--- src/rtl/reduce_ctrl.sv ---
// reduce_ctrl
// Sequencing controller that reduces a burst of 4-bit unsigned operands to
// one 8-bit result (min, max, sum or range) and holds it on a high/low
// nibble pair until the consumer accepts it.
//
// Ports:
//   clk        rising-edge clock
//   rst_n      synchronous active-low reset
//   start      job request, sampled only in IDLE
//   op         reduction select latched on start: 00 min, 01 max, 10 sum, 11 range
//   in_data    operand (unsigned)
//   in_valid   operand valid
//   in_last    final operand marker, qualified by in_valid
//   in_ready   operand accepted this cycle when in_valid is also high
//   res_high   result bits [7:4]
//   res_low    result bits [3:0]
//   res_valid  result available
//   res_ready  consumer accepts the result
//   busy       job in progress (ACC or DONE)
//   trunc      burst ended by the MAX_LEN limit rather than in_last
module reduce_ctrl #(
    parameter int MAX_LEN = 15
) (
    input  logic       clk,
    input  logic       rst_n,
    input  logic       start,
    input  logic [1:0] op,
    input  logic [3:0] in_data,
    input  logic       in_valid,
    input  logic       in_last,
    output logic       in_ready,
    output logic [3:0] res_high,
    output logic [3:0] res_low,
    output logic       res_valid,
    input  logic       res_ready,
    output logic       busy,
    output logic       trunc
);

    typedef enum logic [1:0] {
        IDLE = 2'b00,
        ACC  = 2'b01,
        DONE = 2'b10
    } state_t;

    localparam logic [1:0] OP_MIN   = 2'b00;
    localparam logic [1:0] OP_MAX   = 2'b01;
    localparam logic [1:0] OP_SUM   = 2'b10;
    localparam logic [1:0] OP_RANGE = 2'b11;

    localparam logic [3:0] MAX_CNT = 4'(MAX_LEN);

    state_t     state;
    logic [1:0] op_q;
    logic [3:0] count;
    logic [3:0] cur_min;
    logic [3:0] cur_max;
    logic [7:0] sum;

    logic       accept;
    logic       first;
    logic [3:0] nxt_min;
    logic [3:0] nxt_max;
    logic [7:0] nxt_sum;
    logic [3:0] nxt_count;
    logic       burst_end;
    logic [7:0] result;

    // Running-reduction next values; the first operand of a burst reloads
    // every accumulator so nothing from an earlier job can leak in.
    always_comb begin
        accept    = in_valid && in_ready;
        first     = (count == 4'd0);
        nxt_count = count + 4'd1;
        if (first) begin
            nxt_min = in_data;
            nxt_max = in_data;
            nxt_sum = {4'd0, in_data};
        end else begin
            nxt_min = (in_data < cur_min) ? in_data : cur_min;
            nxt_max = (in_data > cur_max) ? in_data : cur_max;
            nxt_sum = sum + {4'd0, in_data};
        end
        burst_end = in_last || (nxt_count == MAX_CNT);
    end

    // Result selection from the post-update values so the result register
    // is loaded on the same edge that accepts the final operand.
    always_comb begin
        case (op_q)
            OP_MIN:   result = {4'd0, nxt_min};
            OP_MAX:   result = {4'd0, nxt_max};
            OP_SUM:   result = nxt_sum;
            OP_RANGE: result = {4'd0, nxt_max - nxt_min};
            default:  result = 8'd0;
        endcase
    end

    // Controller FSM with all outputs registered alongside the state.
    always_ff @(posedge clk) begin
        if (!rst_n) begin
            state     <= IDLE;
            op_q      <= 2'b00;
            count     <= 4'd0;
            cur_min   <= 4'd0;
            cur_max   <= 4'd0;
            sum       <= 8'd0;
            in_ready  <= 1'b0;
            res_valid <= 1'b0;
            busy      <= 1'b0;
            trunc     <= 1'b0;
            res_high  <= 4'd0;
            res_low   <= 4'd0;
        end else begin
            case (state)
                IDLE: begin
                    if (start) begin
                        op_q     <= op;
                        count    <= 4'd0;
                        trunc    <= 1'b0;
                        in_ready <= 1'b1;
                        busy     <= 1'b1;
                        state    <= ACC;
                    end else begin
                        state <= IDLE;
                    end
                end
                ACC: begin
                    if (accept) begin
                        cur_min <= nxt_min;
                        cur_max <= nxt_max;
                        sum     <= nxt_sum;
                        count   <= nxt_count;
                        if (burst_end) begin
                            // in_last wins when it coincides with the limit.
                            trunc     <= !in_last;
                            in_ready  <= 1'b0;
                            res_valid <= 1'b1;
                            res_high  <= result[7:4];
                            res_low   <= result[3:0];
                            state     <= DONE;
                        end else begin
                            state <= ACC;
                        end
                    end else begin
                        state <= ACC;
                    end
                end
                DONE: begin
                    if (res_ready) begin
                        res_valid <= 1'b0;
                        busy      <= 1'b0;
                        state     <= IDLE;
                    end else begin
                        state <= DONE;
                    end
                end
                default: begin
                    state     <= IDLE;
                    in_ready  <= 1'b0;
                    res_valid <= 1'b0;
                    busy      <= 1'b0;
                end
            endcase
        end
    end

endmodule

--- config.mk ---
export PLATFORM = sky130hd
export DESIGN_NAME = reduce_ctrl
export DESIGN_NICKNAME = d
export VERILOG_FILES = /design/src/rtl/reduce_ctrl.sv
export SDC_FILE = /design/constraint.sdc
export NUM_CORES = 1
export LEC_CHECK = 0
export ABC_AREA = 0
export BUFFER_PORTS_ARGS = -buffer_cell sky130_fd_sc_hd__buf_4
export CORE_UTILIZATION = 39
export CTS_BUF_LIST = sky130_fd_sc_hd__clkbuf_2
export CTS_CLUSTER_DIAMETER = 100
export DETAILED_ROUTE_END_ITERATION = 8
export SLEW_MARGIN = 20
export SYNTH_ARGS = -nofsm -noshare
export SYNTH_HDL_FRONTEND = slang
export SYNTH_SLANG_ARGS = --single-unit
--- constraint.sdc ---
create_clock -name clk -period 8.53 [get_ports clk]
set_clock_uncertainty 0.15 [all_clocks]
set_input_delay 1.2795 -clock clk [delete_from_list [all_inputs] [get_ports clk]]
set_output_delay 1.2795 -clock clk [all_outputs]
set_load 0.02 [all_outputs]
==> impl_metrics.toml, run 1 <==
[synthesis]
synth_async_sr_flop_share_pct = 0
synth_area_leaders = "dfxtp_1 32%, ha_1 8.9%, mux2i_1 4.9%"
syn_area_sq_um = 2240
ys_warn_count = 0
synthTopCellsByCount = "36 x dfxtp_1, 23 x nand2_1, 19 x a21oi_1"
synth_ff_type = "dfxtp_1"
ys_seq_elements = 36
synth_top_area_share_pct = 32.2
syn_avg_cell_area_sq_um = 8.82
synthCells = 254
synth_edf_count = 0
syn_nets = 284
ys_seq_area_share_pct = 32.2
synth_cell_types = 48
synth_top_area_cell = "dfxtp_1"
yosys.cell_count.top_type = "dfxtp_1"

[grt]
grt_pass1_vias = 1723
antenna_found_initial = 0
overflow = 0
track_usage_pct = 17.5
grt_pass1_wl_um = 8310
grt_max_degree = 41

[pwr]
p_sw_uw = 89.2
power_frac_clock_pct = 32.2
power.leakage_uw = 0.00115
internal_power_uw = 242
pwr-share-seq_pct = 53.6
pwr_density_cell_nw_per_um2 = 131
p_sw_share_pct = 27.0
comb_power_share_pct = 14.3
irDropWorstVdd_v = 0.0000651

[cts]
clk_pin_slew_ns = 0.19
root_buffer = "clkbuf_2"
insertion_delay_ns = 0.39
max-clock-path-buffers = 2
postCtsSetupRepairBufs = 0
hold_buffers = 0
cts_sinks = 36
numCtsBuffers = 5
cts_tree = "done"
cts_repair_resize_count = 0
htreeDepth = 2

[floorplanning]
start_util_pct = 40.7
core_area_sq_um = 5510
die_area_sq_um = 6050
io_pins = 24
die_y_um = 77.8
die_w_um = 77.8
rows = 27

[final_layout]
syn2layout_area_growth_pct = 12.8
drive_above_1_share_pct = 14.2
final_util_pct = 45.9
n_antenna_cell = 0
final_cell_area_sq_um = 2530
nets = 304
fillers = 561

[routing]
firstDrtPassIters = 4
avgRoutedWirePerCell_um = 14.0
vias = 1832
via_per_inst = 5.28
drtIter0Drc = 63
drtAntennaViolNets = 0
wirelength_um = 4850
route.detailed.drc = 0

[flow_run]
drv_cap = 0

[place]
hpwl_um = 3470
gp_congestion = 0.793
place_area_sq_um = 2470
portBuffers = 23

[timing]
finalSetupViolations = 0
whs_ns = 0.330
tns_ns = 0
hold_viol_final = 0
period_needed_ns = 3.70
worstMarginPinSlew_ns = 0.989
max_freq_ghz = 0.271
slew_headroom_pct = 33.2
period_share_pct = 43.3
slew_violations = 0
rsz0062_at_grt = "no"

[worst_hold_path]
hp-class = "reg -> reg"

[critical_path]
critPathKind = "in -> reg"
worstPathRequired_ns = 8.71
endpoint_kind = "flip-flop"
worstPathArrival_ns = 3.87
cp_max_fo = 6
cp-start-kind = "input pin"

[outcome]
status = "completed"
-- cell families after synthesis --
group           share of synthesized area (%)
flops                                    32.2
fa+ha+maj                                11.2
simple gates                             18.4
mux                                      8.10
compound gates                           23.0
xor+xnor                                 2.74
buf+inv                                  4.35
-- registers in the layout, indices dropped and copies added (netlist names) --
name       flops
res_valid      1
cur_max        4
trunc          1
busy           1
sum            8
in_ready       1
state          2
cur_min        4
res_low        4
count          4
op_q           2
res_high       4
-- critical path, stage by stage --
cell and delay (ns):
buf_4 0.13, ha_1 0.32, a21oi_1 0.19, nor2_2 0.07
a41o_4 0.29, a21oi_1 0.24, inv_1 0.07, ha_1 0.23
fa_1 0.43, mux4_2 0.48, a21oi_1 0.14
-- per-stage QoR --
stage,worst slack [ns],total power [uW],instances
2_1_floorplan,4.75,213,254
3_3_place_gp,4.50,228,339
3_5_place_dp,4.40,228,339
4_1_cts,4.84,336,347
5_1_grt,4.73,350,347
6_report,4.83,331,347
-- cell type report --
| cell class | instances | area, sq um | area share (%) |
|---|---|---|---|
| multi-input combinational | 192 | 1420 | 56.3 |
| sequential | 36 | 721 | 28.5 |
| timing repair buffer | 23 | 173 | 6.83 |
| tap | 72 | 90.1 | 3.56 |
| inverter | 16 | 60.1 | 2.38 |
| clock inverter | 3 | 37.5 | 1.48 |
| clock buffer | 5 | 25.0 | 0.990 |
-- layer usage --
metal	up-vias	GRT usage, %	part of all wire, %
li1	951	-	-
met1	854	22.9	50
met2	22	28.4	45
met3	5	4.35	2.9
met4	0	5.09	1.3
met5	-	0	0
-- worst paths after layout --
check,from,end,slack [ns],depth (start not counted)
max,in_data[3],res_low[1],4.83,11
min,res_high[3],res_high[3],0.33,2
max reg2reg,count[0],res_low[1],5.14,10
min reg2reg,res_high[3],res_high[3],0.33,2
-- power by group through the flow --
stage               Clock (uW)  Sequential (uW)  Combinational [uW]
detailed placement           0              181                47.4
global route               118              178                53.9
CTS                        111              177                47.8
floorplan                    0              179                33.2
finish                     106              177                47.2
global placement             0              181                47.1
-- layout by cell type, fill, tap and decap left out, types with 3 or more instances in the layout --
cell | synthesis | routed
a21boi_0 | 5 | 5
a21oi_1 | 19 | 19
a22oi_1 | 3 | 3
and2_1 | 5 | 5
buf_4 | 0 | 23
clkbuf_2 | 0 | 5
dfxtp_1 | 36 | 36
ha_1 | 16 | 16
inv_1 | 16 | 16
mux2i_1 | 11 | 11
nand2_1 | 23 | 23
nand2b_1 | 3 | 3
nand3_1 | 11 | 11
nor2_1 | 14 | 14
nor2b_1 | 13 | 13
o211a_1 | 11 | 11
o21ai_0 | 15 | 15
xnor2_1 | 5 | 5
(Power assumes the default switching activity.)
==> run 2, diff against run 1 <==
==> constraint.sdc (replaced) <==
create_clock -name clk -period 3.1 [get_ports clk]
set_clock_uncertainty 0.15 [all_clocks]
set_input_delay 0.465 -clock clk [delete_from_list [all_inputs] [get_ports clk]]
set_output_delay 0.465 -clock clk [all_outputs]
set_load 0.02 [all_outputs]
==> run 2 against run 1 <==
Compared with the run above: critical path depth is 1 lower; sequential share of layout area is 1.4 points lower; combinational power grew to 3.1 times the previous value; via count is 4.0% higher; critical endpoint unchanged.
==> impl_metrics.toml, run 2 (synthesized netlist as in run 1, its figures left out) <==
[worst_hold_path]
hp-class = "in -> reg"
whs_path_depth = 3
hold_start = "op[0]"

[place]
gp_congestion = 0.756
pre_cts_ws_ns = -0.0602
placed_cells = 357
hpwl_um = 3580
portBuffers = 23
place_area_sq_um = 2600

[critical_path]
reg2regPathDepth = 10
endpoint_kind = "flip-flop"
reg2reg_slack_ns = 0.14
cp-startpoint = "count[1]"
worstReg2RegEnd = "res_low[1]"
worstPathArrival_ns = 3.14
crit_path_end = "res_low[1]"
timing.rr.start = "count[1]"
critPathKind = "reg -> reg"
cp-start-kind = "flip-flop"
cp_max_fo = 5
worstPathRequired_ns = 3.28

[grt]
antenna_found_initial = 0
grt_pass1_wl_um = 8400
grt_max_degree = 41
overflow = 0
grt_pass1_vias = 1832
track_usage_pct = 17.5

[floorplanning]
die_y_um = 77.8
start_util_pct = 40.7
core_area_sq_um = 5510
die_area_sq_um = 6050
io_pins = 24
rows = 27
die_w_um = 77.8

[cts]
clk_pin_slew_ns = 0.20
insertion_delay_ns = 0.37
hold_buffers = 0
cts_tree = "done"
htreeDepth = 2
root_buffer = "clkbuf_2"
max-clock-path-buffers = 2
cts_sinks = 36
numCtsBuffers = 5

[timing]
period_needed_ns = 2.96
whs_ns = 0.196
hold_viol_final = 0
slew_headroom_pct = 33.6
slew_violations = 0
period_share_pct = 95.5
worstMarginPinSlew_ns = 0.983
max_freq_ghz = 0.338
finalSetupViolations = 0
layout_setup_ws_ns = 0.138

[routing]
drtIter0Drc = 68
drtAntennaViolNets = 0
top_layer_used = "met4"
avgRoutedWirePerCell_um = 13.4
route.detailed.drc = 0
vias = 1906
wl_met2_um = 2180
via_per_inst = 5.19
dr_wl_met3_um = 150
firstDrtPassIters = 4
wirelength_um = 4910
wl_met1_um = 2540

[pwr]
irDropWorstVdd_v = 0.000211
power.leakage_uw = 0.00124
pwr_density_cell_nw_per_um2 = 310

[final_layout]
seq_area_sq_um = 728
fillers = 558
multi_input_area_sq_um = 1450
fin_cells = 367
nets = 325
syn2layout_area_growth_pct = 20.0
final_cell_area_sq_um = 2690
layout.cells.most_common_list = "44 x buf_4, 32 x dfxtp_1, 23 x nand2_1"
drive_above_1_share_pct = 23.1
regMostFlops = "sum"
n_antenna_cell = 0
largest_reg_flops = 8
final_common_cell = "buf_4"

[flow_run]
drv_cap = 0

[outcome]
status = "completed"
run 2: cell types whose count changed in the layout (fill, tap and decap cells not counted), moves of 2 or more:
| cell | previous run | this run |
|---|---|---|
| a21oi_1 | 19 | 17 |
| dfxtp_1 | 36 | 32 |
| buf_4 | 23 | 44 |
| dfxtp_2 | 0 | 3 |
| mux2i_1 | 11 | 9 |
| a21oi_2 | 0 | 2 |
run 2: where the power goes:
part / switching, uW / internal [uW]
clock network: 154 / 46.7
logic: 74.6 / 71.6
registers: 12.8 / 473
total: 242 / 592
run 2: critical path, cell delays in order, from the launching register on:
cell and delay (ns):
dfxtp_4 0.40, inv_1 0.05, ha_2 0.17, nand2_1 0.18
buf_4 0.22, a31oi_4 0.23, mux2i_2 0.28, ha_1 0.23
fa_1 0.41, mux4_2 0.46, a21oi_1 0.15
run 2: area by class of cell:
class | count | share of cell area [%]
timing repair buffer | 44 | 12.3
tap | 72 | 3.35
sequential | 36 | 27.1
clock buffer | 5 | 0.930
multi-input combinational | 192 | 53.9
inverter | 16 | 2.23
clock inverter | 2 | 0.279
run 2: worst min-delay path by stage:
stage,to
after floorplan,in_ready
after global placement,res_high[3]
after detailed placement,res_high[3]
after CTS,op_q[0]
after global routing,op_q[1]
final,op_q[0]
run 2: layer usage:
metal / track usage [%] / vias to the layer above
met4: 3.96 / 0
li1: - / 986
met3: 3.76 / 5
met1: 23.3 / 887
met5: 0 / -
met2: 28.8 / 28
run 2: what timing repair did:
| action | CTS | global route |
|---|---|---|
| endpoints found under the hold margin | 0 | 0 |
| buffers inserted | 0 | 3 |
| gates resized for setup | 0 | 11 |
| setup endpoints to repair | 0 | 3 |
run 2: through the flow:
step                 TNS, ns  power [uW]  utilization [%]
floorplan                  0         585                -
global placement    -0.00725         639             47.2
detailed placement    -0.142         640             47.2
CTS                        0         842             47.8
global route        -0.00887         882             48.9
finish                     0         833             48.9
